**src/rtl/usb_uart_bridge.sv**
```systemverilog
// usb_uart_bridge
// Connects the picosoc memory-mapped UART register pair to the USB CDC
// valid/ready byte stream. TX bytes from the CPU and RX bytes from USB are
// held in small circular FIFOs. CPU writes to a full TX FIFO stall through
// reg_dat_wait. The stall is bounded by WAIT_TIMEOUT cycles, after which the
// byte is dropped and a sticky drop flag is set.
//
// Ports:
//   clk, resetn            clock, asynchronous active-low reset
//                          (deassertion must already be synchronous to clk)
//   reg_dat_we/re/di/do    data register: write pushes TX, read pops RX
//   reg_dat_wait           write stall while TX is full
//   reg_stat_we/di/do      status/control: levels, drop flag (W1C), flushes
//   uart_in_data/valid     TX byte towards USB, popped on uart_in_ready
//   uart_out_data/valid    RX byte from USB, accepted while uart_out_ready
module usb_uart_bridge #(
    parameter int TX_DEPTH     = 8,
    parameter int RX_DEPTH     = 8,
    parameter int WAIT_TIMEOUT = 4800
) (
    input  logic        clk,
    input  logic        resetn,
    input  logic        reg_dat_we,
    input  logic        reg_dat_re,
    input  logic [31:0] reg_dat_di,
    output logic [31:0] reg_dat_do,
    output logic        reg_dat_wait,
    input  logic [3:0]  reg_stat_we,
    input  logic [31:0] reg_stat_di,
    output logic [31:0] reg_stat_do,
    output logic [7:0]  uart_in_data,
    output logic        uart_in_valid,
    input  logic        uart_in_ready,
    input  logic [7:0]  uart_out_data,
    input  logic        uart_out_valid,
    output logic        uart_out_ready
);

    localparam int TX_AW = $clog2(TX_DEPTH);
    localparam int RX_AW = $clog2(RX_DEPTH);
    localparam int TX_CW = TX_AW + 1;
    localparam int RX_CW = RX_AW + 1;
    localparam int TO_W  = $clog2(WAIT_TIMEOUT) + 1;

    localparam logic [TX_CW-1:0] TX_FULL_CNT = TX_CW'(TX_DEPTH);
    localparam logic [RX_CW-1:0] RX_FULL_CNT = RX_CW'(RX_DEPTH);
    localparam logic [TO_W-1:0]  TO_LAST     = TO_W'(WAIT_TIMEOUT - 1);

    logic [7:0]       tx_mem [TX_DEPTH];
    logic [7:0]       rx_mem [RX_DEPTH];
    logic [TX_AW-1:0] tx_wr_ptr_r, tx_rd_ptr_r;
    logic [RX_AW-1:0] rx_wr_ptr_r, rx_rd_ptr_r;
    logic [TX_CW-1:0] tx_count_r;
    logic [RX_CW-1:0] rx_count_r;
    logic [TO_W-1:0]  wait_cnt_r;
    logic             drop_r;

    logic tx_full_s, rx_nonempty_s, stalled_s, expire_s;
    logic tx_push_s, tx_pop_s, rx_push_s, rx_pop_s;
    logic flush_tx_s, flush_rx_s, drop_clr_s;
    logic unused_bits_s;

    // Handshake decode, FIFO operations and combinational register outputs.
    always_comb begin
        tx_full_s     = (tx_count_r == TX_FULL_CNT);
        rx_nonempty_s = (rx_count_r != {RX_CW{1'b0}});
        stalled_s     = reg_dat_we && tx_full_s;
        expire_s      = stalled_s && (wait_cnt_r == TO_LAST);
        flush_rx_s    = reg_stat_we[3] && reg_stat_di[31];
        flush_tx_s    = reg_stat_we[3] && reg_stat_di[30];
        drop_clr_s    = reg_stat_we[2] && reg_stat_di[18];

        uart_in_valid  = (tx_count_r != {TX_CW{1'b0}});
        uart_in_data   = tx_mem[tx_rd_ptr_r];
        uart_out_ready = (rx_count_r != RX_FULL_CNT);
        reg_dat_wait   = stalled_s && !expire_s;

        // A flush discards any same-edge push or pop on that FIFO.
        tx_push_s = reg_dat_we && !tx_full_s && !flush_tx_s;
        tx_pop_s  = uart_in_valid && uart_in_ready && !flush_tx_s;
        rx_push_s = uart_out_valid && uart_out_ready && !flush_rx_s;
        rx_pop_s  = reg_dat_re && rx_nonempty_s && !flush_rx_s;

        if (rx_nonempty_s) begin
            reg_dat_do = {24'h00_0000, rx_mem[rx_rd_ptr_r]};
        end else begin
            reg_dat_do = 32'hFFFF_FFFF;
        end

        reg_stat_do = {13'h0000, drop_r, tx_full_s, rx_nonempty_s,
                       8'(tx_count_r), 8'(rx_count_r)};

        unused_bits_s = ^{reg_dat_di[31:8], reg_stat_we[1:0], reg_stat_di[29:19],
                          reg_stat_di[17:0]};
    end

    // FIFO storage; contents need no reset because counts gate every read.
    always_ff @(posedge clk) begin
        if (tx_push_s) begin
            tx_mem[tx_wr_ptr_r] <= reg_dat_di[7:0];
        end
        if (rx_push_s) begin
            rx_mem[rx_wr_ptr_r] <= uart_out_data;
        end
    end

    // TX FIFO pointers and count.
    always_ff @(posedge clk or negedge resetn) begin
        if (!resetn) begin
            tx_wr_ptr_r <= {TX_AW{1'b0}};
            tx_rd_ptr_r <= {TX_AW{1'b0}};
            tx_count_r  <= {TX_CW{1'b0}};
        end else if (flush_tx_s) begin
            tx_wr_ptr_r <= {TX_AW{1'b0}};
            tx_rd_ptr_r <= {TX_AW{1'b0}};
            tx_count_r  <= {TX_CW{1'b0}};
        end else begin
            if (tx_push_s) begin
                tx_wr_ptr_r <= tx_wr_ptr_r + TX_AW'(1);
            end
            if (tx_pop_s) begin
                tx_rd_ptr_r <= tx_rd_ptr_r + TX_AW'(1);
            end
            case ({tx_push_s, tx_pop_s})
                2'b10:   tx_count_r <= tx_count_r + TX_CW'(1);
                2'b01:   tx_count_r <= tx_count_r - TX_CW'(1);
                default: tx_count_r <= tx_count_r;
            endcase
        end
    end

    // RX FIFO pointers and count.
    always_ff @(posedge clk or negedge resetn) begin
        if (!resetn) begin
            rx_wr_ptr_r <= {RX_AW{1'b0}};
            rx_rd_ptr_r <= {RX_AW{1'b0}};
            rx_count_r  <= {RX_CW{1'b0}};
        end else if (flush_rx_s) begin
            rx_wr_ptr_r <= {RX_AW{1'b0}};
            rx_rd_ptr_r <= {RX_AW{1'b0}};
            rx_count_r  <= {RX_CW{1'b0}};
        end else begin
            if (rx_push_s) begin
                rx_wr_ptr_r <= rx_wr_ptr_r + RX_AW'(1);
            end
            if (rx_pop_s) begin
                rx_rd_ptr_r <= rx_rd_ptr_r + RX_AW'(1);
            end
            case ({rx_push_s, rx_pop_s})
                2'b10:   rx_count_r <= rx_count_r + RX_CW'(1);
                2'b01:   rx_count_r <= rx_count_r - RX_CW'(1);
                default: rx_count_r <= rx_count_r;
            endcase
        end
    end

    // Write-stall timeout counter and sticky drop flag (a set beats a clear).
    always_ff @(posedge clk or negedge resetn) begin
        if (!resetn) begin
            wait_cnt_r <= {TO_W{1'b0}};
            drop_r     <= 1'b0;
        end else begin
            if (stalled_s && !expire_s) begin
                wait_cnt_r <= wait_cnt_r + TO_W'(1);
            end else begin
                wait_cnt_r <= {TO_W{1'b0}};
            end
            if (expire_s) begin
                drop_r <= 1'b1;
            end else if (drop_clr_s) begin
                drop_r <= 1'b0;
            end else begin
                drop_r <= drop_r;
            end
        end
    end

endmodule

```
**config.mk**
```make
export PLATFORM = sky130hd
export DESIGN_NAME = usb_uart_bridge
export DESIGN_NICKNAME = d
export VERILOG_FILES = /design/src/rtl/usb_uart_bridge.sv
export SDC_FILE = /design/constraint.sdc
export NUM_CORES = 1
export LEC_CHECK = 0
export CAP_MARGIN = 5
export CORE_ASPECT_RATIO = 0.8
export CORE_MARGIN = 2
export CORE_UTILIZATION = 40
export CTS_BUF_LIST = sky130_fd_sc_hd__clkbuf_8
export CTS_CLUSTER_SIZE = 12
export DETAILED_ROUTE_END_ITERATION = 12
export PLACE_DENSITY_LB_ADDON = 0.05
export SYNTH_ARGS = -nofsm -noshare
export SYNTH_HDL_FRONTEND = slang
export SYNTH_SLANG_ARGS = --single-unit
```
**constraint.sdc**
```tcl
create_clock -name clk -period 4.85 [get_ports clk]
set_clock_uncertainty 0.05 [all_clocks]
set_input_delay 0.485 -clock clk [delete_from_list [all_inputs] [get_ports clk]]
set_output_delay 0.485 -clock clk [all_outputs]
set_load 0.01 [all_outputs]
```
# ---- Yosys cells after proc, flatten, opt, wreduce, memory -nomap -nowiden
# Memories as Yosys holds them, arrays and structs flattened.
# Index checks and enable logic that the tools add are counted.
dict set report totals {
  regBits 35
  mem_bits_rw 128
  out_inout_bits 75
  elab_cells 73
  memories 2
}
# memory words width rd rd_clocked_by_memory_dff wr line_no
set mem_list {}
lappend mem_list {rx_mem 8 8 1 0 1 50} ;# logic [7:0] rx_mem [RX_DEPTH];
lappend mem_list {tx_mem 8 8 1 0 1 49} ;# logic [7:0] tx_mem [TX_DEPTH];
dict set report op_classes {
  add_sub_neg 9
  eq_ne 7
  n_mux 20
  n_reduce_logical 27
}
# operator n
set op_table {}
lappend op_table {{two-way mux 32 bit} 1}
lappend op_table {{two-way mux 3 bit} 8}
lappend op_table {{case mux 4 bit (2 select lines)} 2}
lappend op_table {{adder 14 x 1 -> 14 bit (second input constant)} 1}
lappend op_table {{equality test 14 x 13 -> 1 bit (second input constant)} 1}
lappend op_table {{logical AND 1 bit} 14}
lappend op_table {{two-way mux 14 bit} 1}
lappend op_table {{adder 3 x 1 -> 3 bit (second input constant)} 4}
lappend op_table {{nonzero test 2 bit} 5}
lappend op_table {{adder 4 x 1 -> 4 bit (second input constant)} 2}
lappend op_table {{two-way mux 4 bit} 2}
lappend op_table {{nonzero test 4 bit} 2}
lappend op_table {{subtractor 4 x 1 -> 4 bit (second input constant)} 2}
lappend op_table {{two-way mux 1 bit} 6}
lappend op_table {{nonzero test 3 bit} 2}
lappend op_table {{equality test 2 x 1 -> 1 bit (second input constant)} 2}
lappend op_table {{equality test 2 bit (second input constant)} 2}
lappend op_table {{equality test 4 bit (second input constant)} 1}
lappend op_table {{zero test 1 bit} 4}
lappend op_table {{!= test 4 bit (second input constant)} 1}

# ---- Longest topological paths before layout
dict set report depth {
  depth_word 7
  mapped_depth 10
  mapped_depth_nobuf 9
}

# ---- Worst setup path after synthesis
# OpenSTA, ideal clock, no wires.
dict set report synth_timing {
  kind {register to register}
  start {reg tx_count_r[0]}
  end {reg tx_count_r[3]}
  setup_ns 0.128
  t_arrival_ns 2.627
  slack_ns 2.045
  stages_incl_launch_ff 11
  n_path_buf 1
  cell_sequence {dfrtp_1 -> or4b_1 -> clkbuf_1 -> inv_1 -> o21ai_0 -> nor2_1 -> ha_1 -> a21o_1 -> a211oi_1 -> mux2i_1 -> nand3b_1}
}
dict set report synth_via {
  elab_chain_cells 7
  elab_cells_between_ends 14
}
# item line_no
set synth_lines {}
lappend synth_lines {{start, declared} 53} ;# logic [TX_CW-1:0] tx_count_r;
lappend synth_lines {{start signal, assigned} 112} ;# tx_count_r <= {TX_CW{1'b0}};
lappend synth_lines {{start signal, assigned} 116} ;# tx_count_r <= {TX_CW{1'b0}};
lappend synth_lines {{start signal, assigned} 125} ;# 2'b10: tx_count_r <= tx_count_r + TX_CW'(1);
lappend synth_lines {{equality test 4 bit (*)} 65} ;# tx_full_s = (tx_count_r == TX_FULL_CNT);
lappend synth_lines {{via tx_full_s} 58} ;# logic tx_full_s, rx_nonempty_s, stalled_s, expire_s;
lappend synth_lines {{zero test 1 bit (*)} 79} ;# tx_push_s = reg_dat_we && !tx_full_s && !flush_tx_s;
lappend synth_lines {{logical AND 1 bit (*) (2 in series)} 79}
lappend synth_lines {{equality test 2 x 1 -> 1 bit / equality test 2 bit (equally long branches)} 124} ;# case ({tx_push_s, tx_pop_s})
lappend synth_lines {{case mux 4 bit (2 select lines)} 124}
lappend synth_lines {{two-way mux 4 bit} 113} ;# end else if (flush_tx_s) begin
# Mark *: on every way through the listed nets, which the timed path passes. The rest lies on a longest branch.
# A chain may end at the register's enable or synchronous reset.

# ---- Final worst setup path
dict set report layout_timing {
  start {reg tx_rd_ptr_r[0]}
  end {out uart_in_data[6]}
}
dict set report layout_via {
  elab_chain_cells 1
}
# item line_no
set layout_lines {}
lappend layout_lines {{start, declared} 51} ;# logic [TX_AW-1:0] tx_wr_ptr_r, tx_rd_ptr_r;
lappend layout_lines {{start signal, assigned} 111} ;# tx_rd_ptr_r <= {TX_AW{1'b0}};
lappend layout_lines {{start signal, assigned} 115} ;# tx_rd_ptr_r <= {TX_AW{1'b0}};
lappend layout_lines {{start signal, assigned} 122} ;# tx_rd_ptr_r <= tx_rd_ptr_r + TX_AW'(1);
lappend layout_lines {{memory read (8 x 8 bit)} --}
lappend layout_lines {{end, declared} 31} ;# output logic [7:0] uart_in_data,
# No other way between the ends.

==> results_dict.tcl <==
set metrics [dict create \
    cts_buffer_depth 2 \
    outcome "completed" \
    wl_mm 13.9 \
    die-area_sq_um 19500 \
    dpl.hpwl_mm 8.85 \
    total_power_w 0.00464 \
    synth_top_cell_by_area "edfxtp_1" \
    reg2reg_slack_ns 1.69 \
    cts_setup_buffers 0 \
    finalCritPeriodShare_pct 73.2 \
    dpl_cell_area_sq_um 8090 \
    tightest_slew_ns 1.13 \
    cp-end-kind "primary output" \
    cts_resized 0 \
    synth_area_leaders "edfxtp_1, dfrtp_1, mux4_2" \
    final_area_sq_um 8480 \
    cellLeakagePower_nw 2.93 \
    cts_hold_buf 0 \
    io_buffers 80 \
    grt_overflow 0 \
    cp_data_arrival_time_ns 3.01 \
    reg2reg_depth 9 \
    area_growth_pct 15.6 \
    multiInputGateArea_sq_um 2250 \
    grt_max_degree 36 \
    p_seq_share_pct 42.8 \
    fin_setup_tns_ns 0 \
    worstPathMaxFanout 16 \
    synth_top_area_share_pct 52.4 \
    setup_viol 0 \
    cts-htree-levels 4 \
    netlist_instances 491 \
    min_path_type "in2async" \
    num_rows 44 \
    fmax_ghz 0.282 \
    p_int_w 0.00314 \
    dr_wl_met3_um 595 \
    dieHeight_um 125 \
    start_util_pct 40.7 \
    clkSinkCount 163 \
    yosysMostFrequentCell "edfxtp_1" \
    comb_power_share_pct 36.2 \
    clock-root-buffer "clkbuf_8" \
    num_antenna_cells 0 \
    num_vias 4041 \
    die_x_um 155 \
    final_hold_viol_count 0 \
    critPathLaunchType "flip-flop" \
    required_ns 4.32 \
    final_nets 636 \
    ioPinCount 157 \
    avgViaCountPerCell 5.13 \
    yosysSeqAreaShare_pct 64.3 \
    ff_latch_area_sq_um 4720 \
    r2r_start "tx_count_r[0]" \
    clockPowerShare_pct 21.0 \
    relSlewSlack_pct 24.6 \
    routabilityCongestion 0.741 \
    cts_tree "yes" \
    ant_nets 0 \
    core_sq_um 18100 \
    ys_top_cells_by_count "edfxtp_1, buf_4, nor2_1, dfrtp_1, mux4_2" \
    layout-drive-gt1-share_pct 14.5 \
    async_reset_ff_share_pct 21.5 \
    drv_slew 0 \
    ys.flop_type "edfxtp_1" \
    drc 0 \
    highest_layer "met4" \
    wl_met1_mm 6.94 \
    drt-pass1-iter-count 4 \
    dr_wl_met2_mm 6.22 \
    first_global_vias 3894 \
    ys_warn_count 0 \
    synth_edf_count 128 \
    grt_first_pass_wirelength_mm 21.6 \
    rsz0062_at_grt "false" \
    power.density_nw_per_um2 547 \
    cts_made_buffers 17 \
    mappedNetlistArea_sq_um 7340 \
    finalCriticalPeriod_ns 3.55 \
    nFillCells 1591 \
    synth.distinct_cells 49 \
    wl_per_cell_um 17.6 \
    drt_iter0_drc 193 \
    switching_share_pct 32.4 \
    clk_pin_slew_worst_paths_ns 0.08 \
    gr-usage-all-layers_pct 14.8 \
    synth.avg_cell_area_sq_um 15.0 \
    drv_cap 0 \
    r2r-end "tx_count_r[3]" \
    crit_type "reg2out" \
    antenna_found_initial 0 \
    switchingPower_w 0.00150 \
    ys_seq_elements 163 \
    vdd_drop_max_mv 0.251 \
    clkLatencyLatePin_ns 0.44 \
]
[layer usage]
metal	vias to the layer above	global-route usage (%)
met4	0	3.67
met5	-	0
met1	2047	22.0
li1	1889	-
met2	100	21.7
met3	5	4.06
[sequential cells by signal, summed over array words and instances (netlist names)]
signal / count
drop_r: 1
rx_count_r: 4
rx_mem: 64
rx_rd_ptr_r: 3
rx_wr_ptr_r: 3
tx_count_r: 4
tx_mem: 64
tx_rd_ptr_r: 3
tx_wr_ptr_r: 3
wait_cnt_r: 14
[cell usage in the layout, fill, tap and decap left out, types with 4 or more instances in the layout]
| master | count |
|---|---|
| nand4b_1 | 4 |
| mux4_2 | 32 |
| a21oi_1 | 11 |
| nor3_2 | 4 |
| clkdlybuf4s50_1 | 79 |
| dfrtp_1 | 35 |
| nor2_1 | 41 |
| conb_1 | 21 |
| o21ai_0 | 6 |
| inv_1 | 6 |
| ha_1 | 9 |
| mux2i_1 | 11 |
| clkbuf_8 | 17 |
| nand2_1 | 30 |
| nand4_1 | 4 |
| xor2_1 | 13 |
| xnor2_1 | 9 |
| mux2_2 | 8 |
| edfxtp_1 | 128 |
| nand3_1 | 13 |
| nand2b_1 | 5 |
| nor3_1 | 10 |
[stage by stage]
step / instances / setup slack (ns) / hold WS (ns) / utilization [%]
global placement: 755 / 1.72 / 0.390 / 44.8
finish: 787 / 1.30 / 0.0834 / 47.0
CTS: 787 / 1.19 / 0.0879 / 47.0
floorplan: 511 / 2.05 / 0.139 / -
detailed placement: 755 / 1.69 / 0.395 / 44.8
global route: 787 / 1.07 / 0.124 / 47.0
[final cells by class]
type                       instances  share of cell area [%]
clock buffer                      17                    2.76
multi-input combinational        273                    26.5
sequential                       163                    55.6
inverter                           6                   0.265
timing repair buffer              83                    9.64
tap                              230                    3.39
clock inverter                    15                    1.84
[critical path, stage by stage, from the launching register on]
cell and delay (ns):
dfrtp_1 1.03, buf_4 0.29, mux4_2 0.51, mux2_2 0.27, clkdlybuf4s50_1 0.47
[cell families after synthesis]
group | synth area share [%]
AND/OR/NAND/NOR | 9.13
other | 0.0511
buffers and inverters | 6.42
flip-flops | 64.3
XOR/XNOR | 2.62
multiplexers | 12.5
adder cells (fa/ha/maj) | 1.81
AO/OA/AOI/OAI | 3.14
[worst max path at each step]
| stage | startpoint | endpoint |
|---|---|---|
| floorplan | tx_count_r[0] | tx_count_r[3] |
| global route | tx_rd_ptr_r[0] | uart_in_data[6] |
| finish | tx_rd_ptr_r[0] | uart_in_data[6] |
| detailed placement | tx_rd_ptr_r[0] | uart_in_data[5] |
| CTS | tx_rd_ptr_r[0] | uart_in_data[5] |
| global placement | tx_rd_ptr_r[0] | uart_in_data[5] |
[power by group through the flow]
stage / combinational, W / sequential (W) / clock, W
2_1_floorplan: 0.00126 / 0.00182 / 0
3_3_place_gp: 0.00170 / 0.00202 / 0
3_5_place_dp: 0.00171 / 0.00203 / 0
4_1_cts: 0.00172 / 0.00200 / 0.00101
5_1_grt: 0.00184 / 0.00203 / 0.00106
6_report: 0.00168 / 0.00199 / 0.000975
(Power assumes the default switching activity.)
